$ cat src/rtl/mem_copy_engine.sv
// Simple DMA block-copy engine for the single-port 8-bit data memory.
// Each byte is moved with one read cycle followed by one write cycle, in ascending address order.
module mem_copy_engine (
  input  logic       CLK,
  input  logic       reset,
  input  logic       Start,
  input  logic [7:0] SrcAddr,
  input  logic [7:0] DstAddr,
  input  logic [7:0] Length,
  input  logic [7:0] MemRdData,
  output logic [7:0] DataAddress,
  output logic       ReadMem,
  output logic       WriteMem,
  output logic [7:0] MemWrData,
  output logic       Busy,
  output logic       Done,
  output logic [7:0] Remaining
);

  typedef enum logic [1:0] {
    S_IDLE  = 2'd0,
    S_READ  = 2'd1,
    S_WRITE = 2'd2,
    S_DONE  = 2'd3
  } state_t;

  state_t     state_q;
  logic [7:0] src_q;
  logic [7:0] dst_q;
  logic [7:0] cnt_q;
  logic [7:0] hold_q;

  // Operands are latched only from IDLE, so a Start seen mid-transfer cannot disturb them.
  always_ff @(posedge CLK or posedge reset) begin
    if (reset) begin
      state_q <= S_IDLE;
      src_q   <= 8'd0;
      dst_q   <= 8'd0;
      cnt_q   <= 8'd0;
      hold_q  <= 8'd0;
    end else begin
      case (state_q)
        S_IDLE: begin
          if (Start) begin
            src_q   <= SrcAddr;
            dst_q   <= DstAddr;
            cnt_q   <= Length;
            state_q <= (Length != 8'd0) ? S_READ : S_DONE;
          end
        end
        S_READ: begin
          hold_q  <= MemRdData;
          src_q   <= src_q + 8'd1;
          state_q <= S_WRITE;
        end
        S_WRITE: begin
          dst_q   <= dst_q + 8'd1;
          cnt_q   <= cnt_q - 8'd1;
          state_q <= (cnt_q == 8'd1) ? S_DONE : S_READ;
        end
        S_DONE: begin
          state_q <= S_IDLE;
        end
        default: begin
          state_q <= S_IDLE;
        end
      endcase
    end
  end

  // Moore decode: outputs depend only on registers, so reset clears them without a clock edge.
  always_comb begin
    DataAddress = 8'd0;
    ReadMem     = 1'b0;
    WriteMem    = 1'b0;
    Busy        = 1'b0;
    Done        = 1'b0;
    Remaining   = 8'd0;
    case (state_q)
      S_READ: begin
        DataAddress = src_q;
        ReadMem     = 1'b1;
        Busy        = 1'b1;
        Remaining   = cnt_q;
      end
      S_WRITE: begin
        DataAddress = dst_q;
        WriteMem    = 1'b1;
        Busy        = 1'b1;
        Remaining   = cnt_q;
      end
      S_DONE: begin
        Done = 1'b1;
      end
      default: begin
      end
    endcase
  end

  assign MemWrData = hold_q;

endmodule
$ cat config.mk
export PLATFORM = sky130hd
export DESIGN_NAME = mem_copy_engine
export DESIGN_NICKNAME = d
export VERILOG_FILES = /design/src/rtl/mem_copy_engine.sv
export SDC_FILE = /design/constraint.sdc
export NUM_CORES = 1
export LEC_CHECK = 0
export ABC_AREA = 1
export ABC_CLOCK_PERIOD_IN_PS = 1490
export CAP_MARGIN = 20
export CORE_MARGIN = 1
export CORE_UTILIZATION = 31
export DETAILED_ROUTE_END_ITERATION = 10
export DONT_BUFFER_PORTS = 1
export SLEW_MARGIN = 20
export SYNTH_ARGS = -nofsm -noshare
export SYNTH_HDL_FRONTEND = slang
export SYNTH_SLANG_ARGS = --single-unit
$ cat constraint.sdc
create_clock -name CLK -period 1.49 [get_ports CLK]
set_input_delay 0.2235 -clock CLK [delete_from_list [all_inputs] [get_ports CLK]]
set_output_delay 0.2235 -clock CLK [all_outputs]
set_load 0.03 [all_outputs]
==> impl_metrics.yaml <==
sta:
  maxSlewHeadroom: 0.689
  period_minus_slack_ns: 1.83
  fin_tns_setup_ns: -6.77
  worst_clock_skew_ns: 0.0125
  setup_violations: 43
  maxSlewViolCount: 0
  max_freq_mhz: 545
  setup_ws_ns: -0.345
  tightest_slew_ns: 0.466
  rsz0062_at_grt: "true"
  finalHoldViolCount: 0
  fin_crit_sh: 1.23
power:
  leakage_nw: 1.51
  ir_worst_vdd_v: 0.000862
  pwr-share-seq: 0.266
  swShare: 0.506
  internal_power_mw: 3.86
  finalPower_mw: 7.82
  p_per_area_nw_per_um2: 2530
  clkPwrFrac: 0.094
  net-switching-power_mw: 3.96
  p_comb_frac: 0.640
die:
  dieHeight_um: 87.1
  ios: 63
  dieArea_um2: 7580
  core_area_um2: 6910
  fp-row-count: 30
  fp.dieW_um: 87.1
  start_util: 0.325
flow_run:
  cap_violations: 0
placed_design:
  place.gp.congestion: 0.809
  pre_cts_ws_ns: -0.0622
  detailed_place_hpwl_um: 4480
  postPlaceCellArea_um2: 2600
  portBuffers: 0
synthesis:
  synth_seq_cells: 34
  ys_types: 29
  synth_top_area_share: 0.379
  synth_commonest_cells: "nand2_1, dfrtp_1, inv_1"
  synthTopCellsByArea: "dfrtp_1, nand2_1, inv_1, nand3_1, a21oi_1"
  yosysSeqAreaShare: 0.379
  syn-num-nets: 369
  synthArstFlopShare: 1.00
  synthFlopType: "dfrtp_1"
  synth_edf_count: 0
  mappedNetlistArea_um2: 2240
  yosysWarnings: 0
  yosysMostFrequentCell: "nand2_1"
  yosys.area.top_type: "dfrtp_1"
  netlist_instances: 326
  postSynthAreaPerCell_um2: 6.88
critical_path:
  regToRegSetupSlack_ns: -0.12
  cp-start-kind: "register"
  crit_end: "DataAddress[1]"
  cpMaxStageDelayCell: "dfrtp_1"
  critPathMaxStageDelay_ns: 0.38
  reg2reg_from: "state_q[0]"
  worst_path_most_repeated_cell: "buf_6"
  arrival_ns: 1.61
  r2r-end: "cnt_q[2]"
  required_ns: 1.27
  endpoint_kind: "output port"
  startpoint: "state_q[0]"
  crit_path_cell_trace: "buf_4, buf_6, ha_4, buf_6, nand2_1, a21oi_4"
  crit_type: "register to output port"
  worst-r2r-cell-count: 9
  worstPathMaxFanout: 7
final_layout:
  layout.nets: 411
  areaGrowthSynthToFinish_pct: 38.0
  final_area_um2: 3100
  diodes: 0
  drive_gt1_frac: 0.279
  final_core_util: 0.448
global_routing:
  grt_max_degree: 35
  overflow: 0
  antenna_found_initial: 0
  grt_usage: 0.177
  grt_pass1_vias: 2176
  grt_pass1_wl_um: 10400
clock_tree:
  cts_max_path_buffers: 2
  insertion_delay_ns: 0.30
  cts-root-buf: "clkbuf_8"
  cts_tree: "yes"
  htree_levels: 2
  cts_buffers: 5
  cts_sinks: 34
  path_clk_slew_ns: 0.08
drt:
  wl_um: 6590
  drt_iter0_drc: 127
  vias: 2266
  wire_per_inst_um: 14.2
  viasPerCell: 4.87
  ant_nets: 0
  drc_errors: 0
  dr.pass1.iters: 7
worst_hold_path:
  worstHoldPathType: "input pin to register"
outcome:
  outcome: "finished with violations"
  violations: "negative setup slack"
## placed cells by master, fill, tap and decap left out, drive strengths merged
cell type    netlist  final
nand2            124    124
buf               11     44
inv               39     38
dfrtp             34     34
nor2              25     25
nand3             23     23
a21oi             23     23
o21ai             21     21
clkbuf             0      8
ha                 8      8
nand4              3      3
o211ai             3      3
nor3               3      3
a22oi              2      2
a31oi              2      2
or2                1      1
o21a               1      1
a21boi             1      1
a22o               1      1
clkinvlp           0      1
nor4               1      1
clkinv             0      1
dlygate4sd3        0      1
## routing by layer
| metal | vias up | GRT usage | routed length (µm) |
|---|---|---|---|
| met5 | - | 0 | 0 |
| met4 | 0 | 0.0682 | 124 |
| met3 | 11 | 0.0436 | 368 |
| met2 | 74 | 0.296 | 3260 |
| met1 | 1057 | 0.219 | 2830 |
| li1 | 1124 | - | - |
## state kept, by name, summed over array words and instances, names as in the netlist
name       flops
state_q        2
MemWrData      8
dst_q          8
src_q          8
cnt_q          8
## through the flow
step / std cells / hold WS, ns
after detailed placement: 437 / 0.268
final: 465 / 0.0351
after global placement: 437 / 0.266
after floorplan: 326 / 0.336
after global routing: 465 / 0.0455
after CTS: 453 / 0.0350
## worst max-delay path, delay by kind of cell, from the launching register on
| family | cells | cell delay [ns] |
|---|---|---|
| buffers and inverters | 3 | 0.38 |
| and+or+nand+nor | 1 | 0.10 |
| adders and majority gates | 1 | 0.17 |
| DFF | 1 | 0.38 |
| AOI/OAI and AO/OA | 1 | 0.29 |
## what timing repair did
item,CTS,global route
hold buffers,1,0
resized for setup,30,44
setup endpoints to repair,34,44
cloned,1,2
pin swaps,3,5
buffers inserted,7,10
hold endpoints to repair,34,0
## worst min path at each step
stage | start | endpoint | cells after the start
after floorplan | MemRdData[0] | MemWrData[0] | 2
after global placement | reset | MemWrData[2] | 2
after detailed placement | reset | MemWrData[2] | 2
after CTS | MemRdData[0] | MemWrData[0] | 2
after global routing | MemRdData[2] | MemWrData[2] | 2
final | MemRdData[0] | MemWrData[0] | 2
## power groups by stage
stage | clock network, mW | registers [mW] | logic [mW]
2_1_floorplan | 0 | 1.94 | 2.97
3_3_place_gp | 0 | 2.06 | 3.75
3_5_place_dp | 0 | 2.07 | 3.78
4_1_cts | 0.753 | 2.05 | 4.36
5_1_grt | 0.791 | 2.15 | 5.48
6_report | 0.735 | 2.08 | 5.00
## final cells by class
class | count | area, µm²
clock buffer | 7 | 86.3
clock inverter | 1 | 5.00
fill | 692 | 3810
inverter | 39 | 170
multi-input combinational | 242 | 1390
sequential | 34 | 851
tap | 96 | 120
timing repair buffer | 46 | 479
## cells by family after synthesis
kind of cell,share of synthesized area
fa+ha+maj,0.0446
buf+inv,0.104
simple gates,0.339
compound gates,0.133
flops,0.379
No activity file was read; power rests on OpenSTA's default activity.
==> variant: new RTL, same settings <==
Make the reset (`reset`) synchronous in one clocked block.
--- a/src/rtl/mem_copy_engine.sv
+++ b/src/rtl/mem_copy_engine.sv
@@ -32,5 +32,5 @@
 
   // Operands are latched only from IDLE, so a Start seen mid-transfer cannot disturb them.
-  always_ff @(posedge CLK or posedge reset) begin
+  always_ff @(posedge CLK) begin
     if (reset) begin
       state_q <= S_IDLE;
Check against the original RTL: differs if reset is asserted again (counterexample within 4 cycles, from zero or initial values and one cycle with reset high); with reset held inactive, the same outputs for 10 cycles.
==> variant against the original RTL <==
The flow still finishes with violations (negative setup slack). Synthesized area down 4.4%. Non-clock buffer count down 19. Maximum frequency up 7.1%. Largest power group unchanged. Core utilization down 3.6 points. Critical path type unchanged. Final area down 13%. Highest routed layer unchanged. Total power down 36%. Sequential cell count unchanged. Critical endpoint is now DataAddress[3]. Routed wire length down 7.2%. Worst setup slack better by 0.12 ns.
==> variant: results (changes against the original RTL) <==
holdPathEnd: "MemWrData[1]"
status: "finished with violations"
min_from: "MemRdData[1]"
fin_ws_ns: -0.223  # +0.122 ns
clkLatencyLatePin_ns: 0.28  # -0.02 ns
async_reset_ff_share_pct: 0  # -100 points
grt_use_met2_pct: 28.7  # -0.97 points
wl_met3_um: 416  # +13%
first_pass_iters: 4  # -3
fin_hold_ws_ns: 0.0738  # +0.0388 ns
relSlewSlack_pct: 67.0  # -1.9 points
met2_length_um: 2860  # -12%
setup_tns_ns: -3.36  # +3.40 ns
vias_per_cell: 5.15  # +5.7%
grt_max_degree: 26  # -26%
slowest_stage: "dfxtp_4"
r2r_cells: 6  # -3
fin_nets: 393  # -4.4%
routabilityCongestion: 0.872  # +7.8%
r2r-end: "src_q[0]"
violations: "negative setup slack"
cp-startpoint: "state_q[1]"
drive_above_1_share_pct: 22.0  # -5.9 points
drt-initial-drc-count: 83  # -35%
leakagePower_nw: 1.11  # -26%
synth_nets: 375  # +1.6%
synth_commonest_cells: "66 x nand2_1, 55 x nor2_1, 39 x inv_1, 39 x o21ai_0, 34 x dfxtp_1"
reg2reg_slack_ns: -0.06  # +0.06 ns
crit_arrival_ns: 1.49  # -0.12 ns
clock_skew_ns: 0.00525  # -0.00728 ns
wl_met1_um: 2730  # -3.6%
synth_fa_ha_area_share_pct: 4.67  # +0.21 points
dp_hpwl_um: 4330  # -3.2%
synth_cell_types: 30  # +3.4%
yosysSeqAreaShare_pct: 31.7  # -6.2 points
grt_use_total_pct: 17.8  # +0.058 points
ctsResizeCount: 18  # -40%
syn_area_per_cell_um2: 6.46  # -6.1%
place_area_um2: 2420  # -6.7%
synth_ff_type: "dfxtp_1"
critPathMaxFanout: 8  # +1
setup-violations-final: 20  # -53%
ir_worst_vdd_mv: 0.741  # -14%
placedCellCount: 409  # -6.4%
synthTopCellsByArea: "dfxtp_1 32%, nand2_1 12%, nor2_1 9.6%"
-- variant: cell types whose count changed after synthesis, sizes merged, moves of 7 or more --
cell,unedited run,this run
nor2,25,55
dfxtp,0,34
a31oi,2,9
o21ai,21,44
nand2,124,67
dfrtp,34,0
nand3,23,14
-- variant: power by group --
| part | internal, W | switching (W) |
|---|---|---|
| combinational | 0.00114 | 0.00163 |
| clock | 0.000322 | 0.000330 |
| sequential | 0.00122 | 0.000385 |
| total | 0.00267 | 0.00235 |
-- variant: area by class of cell --
| class | count | area (um2) |
|---|---|---|
| fill | 694 | 3820 |
| multi-input combinational | 239 | 1350 |
| sequential | 34 | 688 |
| timing repair buffer | 27 | 290 |
| inverter | 42 | 166 |
| tap | 77 | 96.3 |
| clock buffer | 7 | 76.3 |
| timing repair inverter | 1 | 7.51 |
-- variant: critical path: cells and delay by family (launching register included) --
family / cells / cell delay (ns)
buf+inv: 3 / 0.30
compound gates: 1 / 0.25
flops: 1 / 0.38
fa+ha+maj: 1 / 0.27
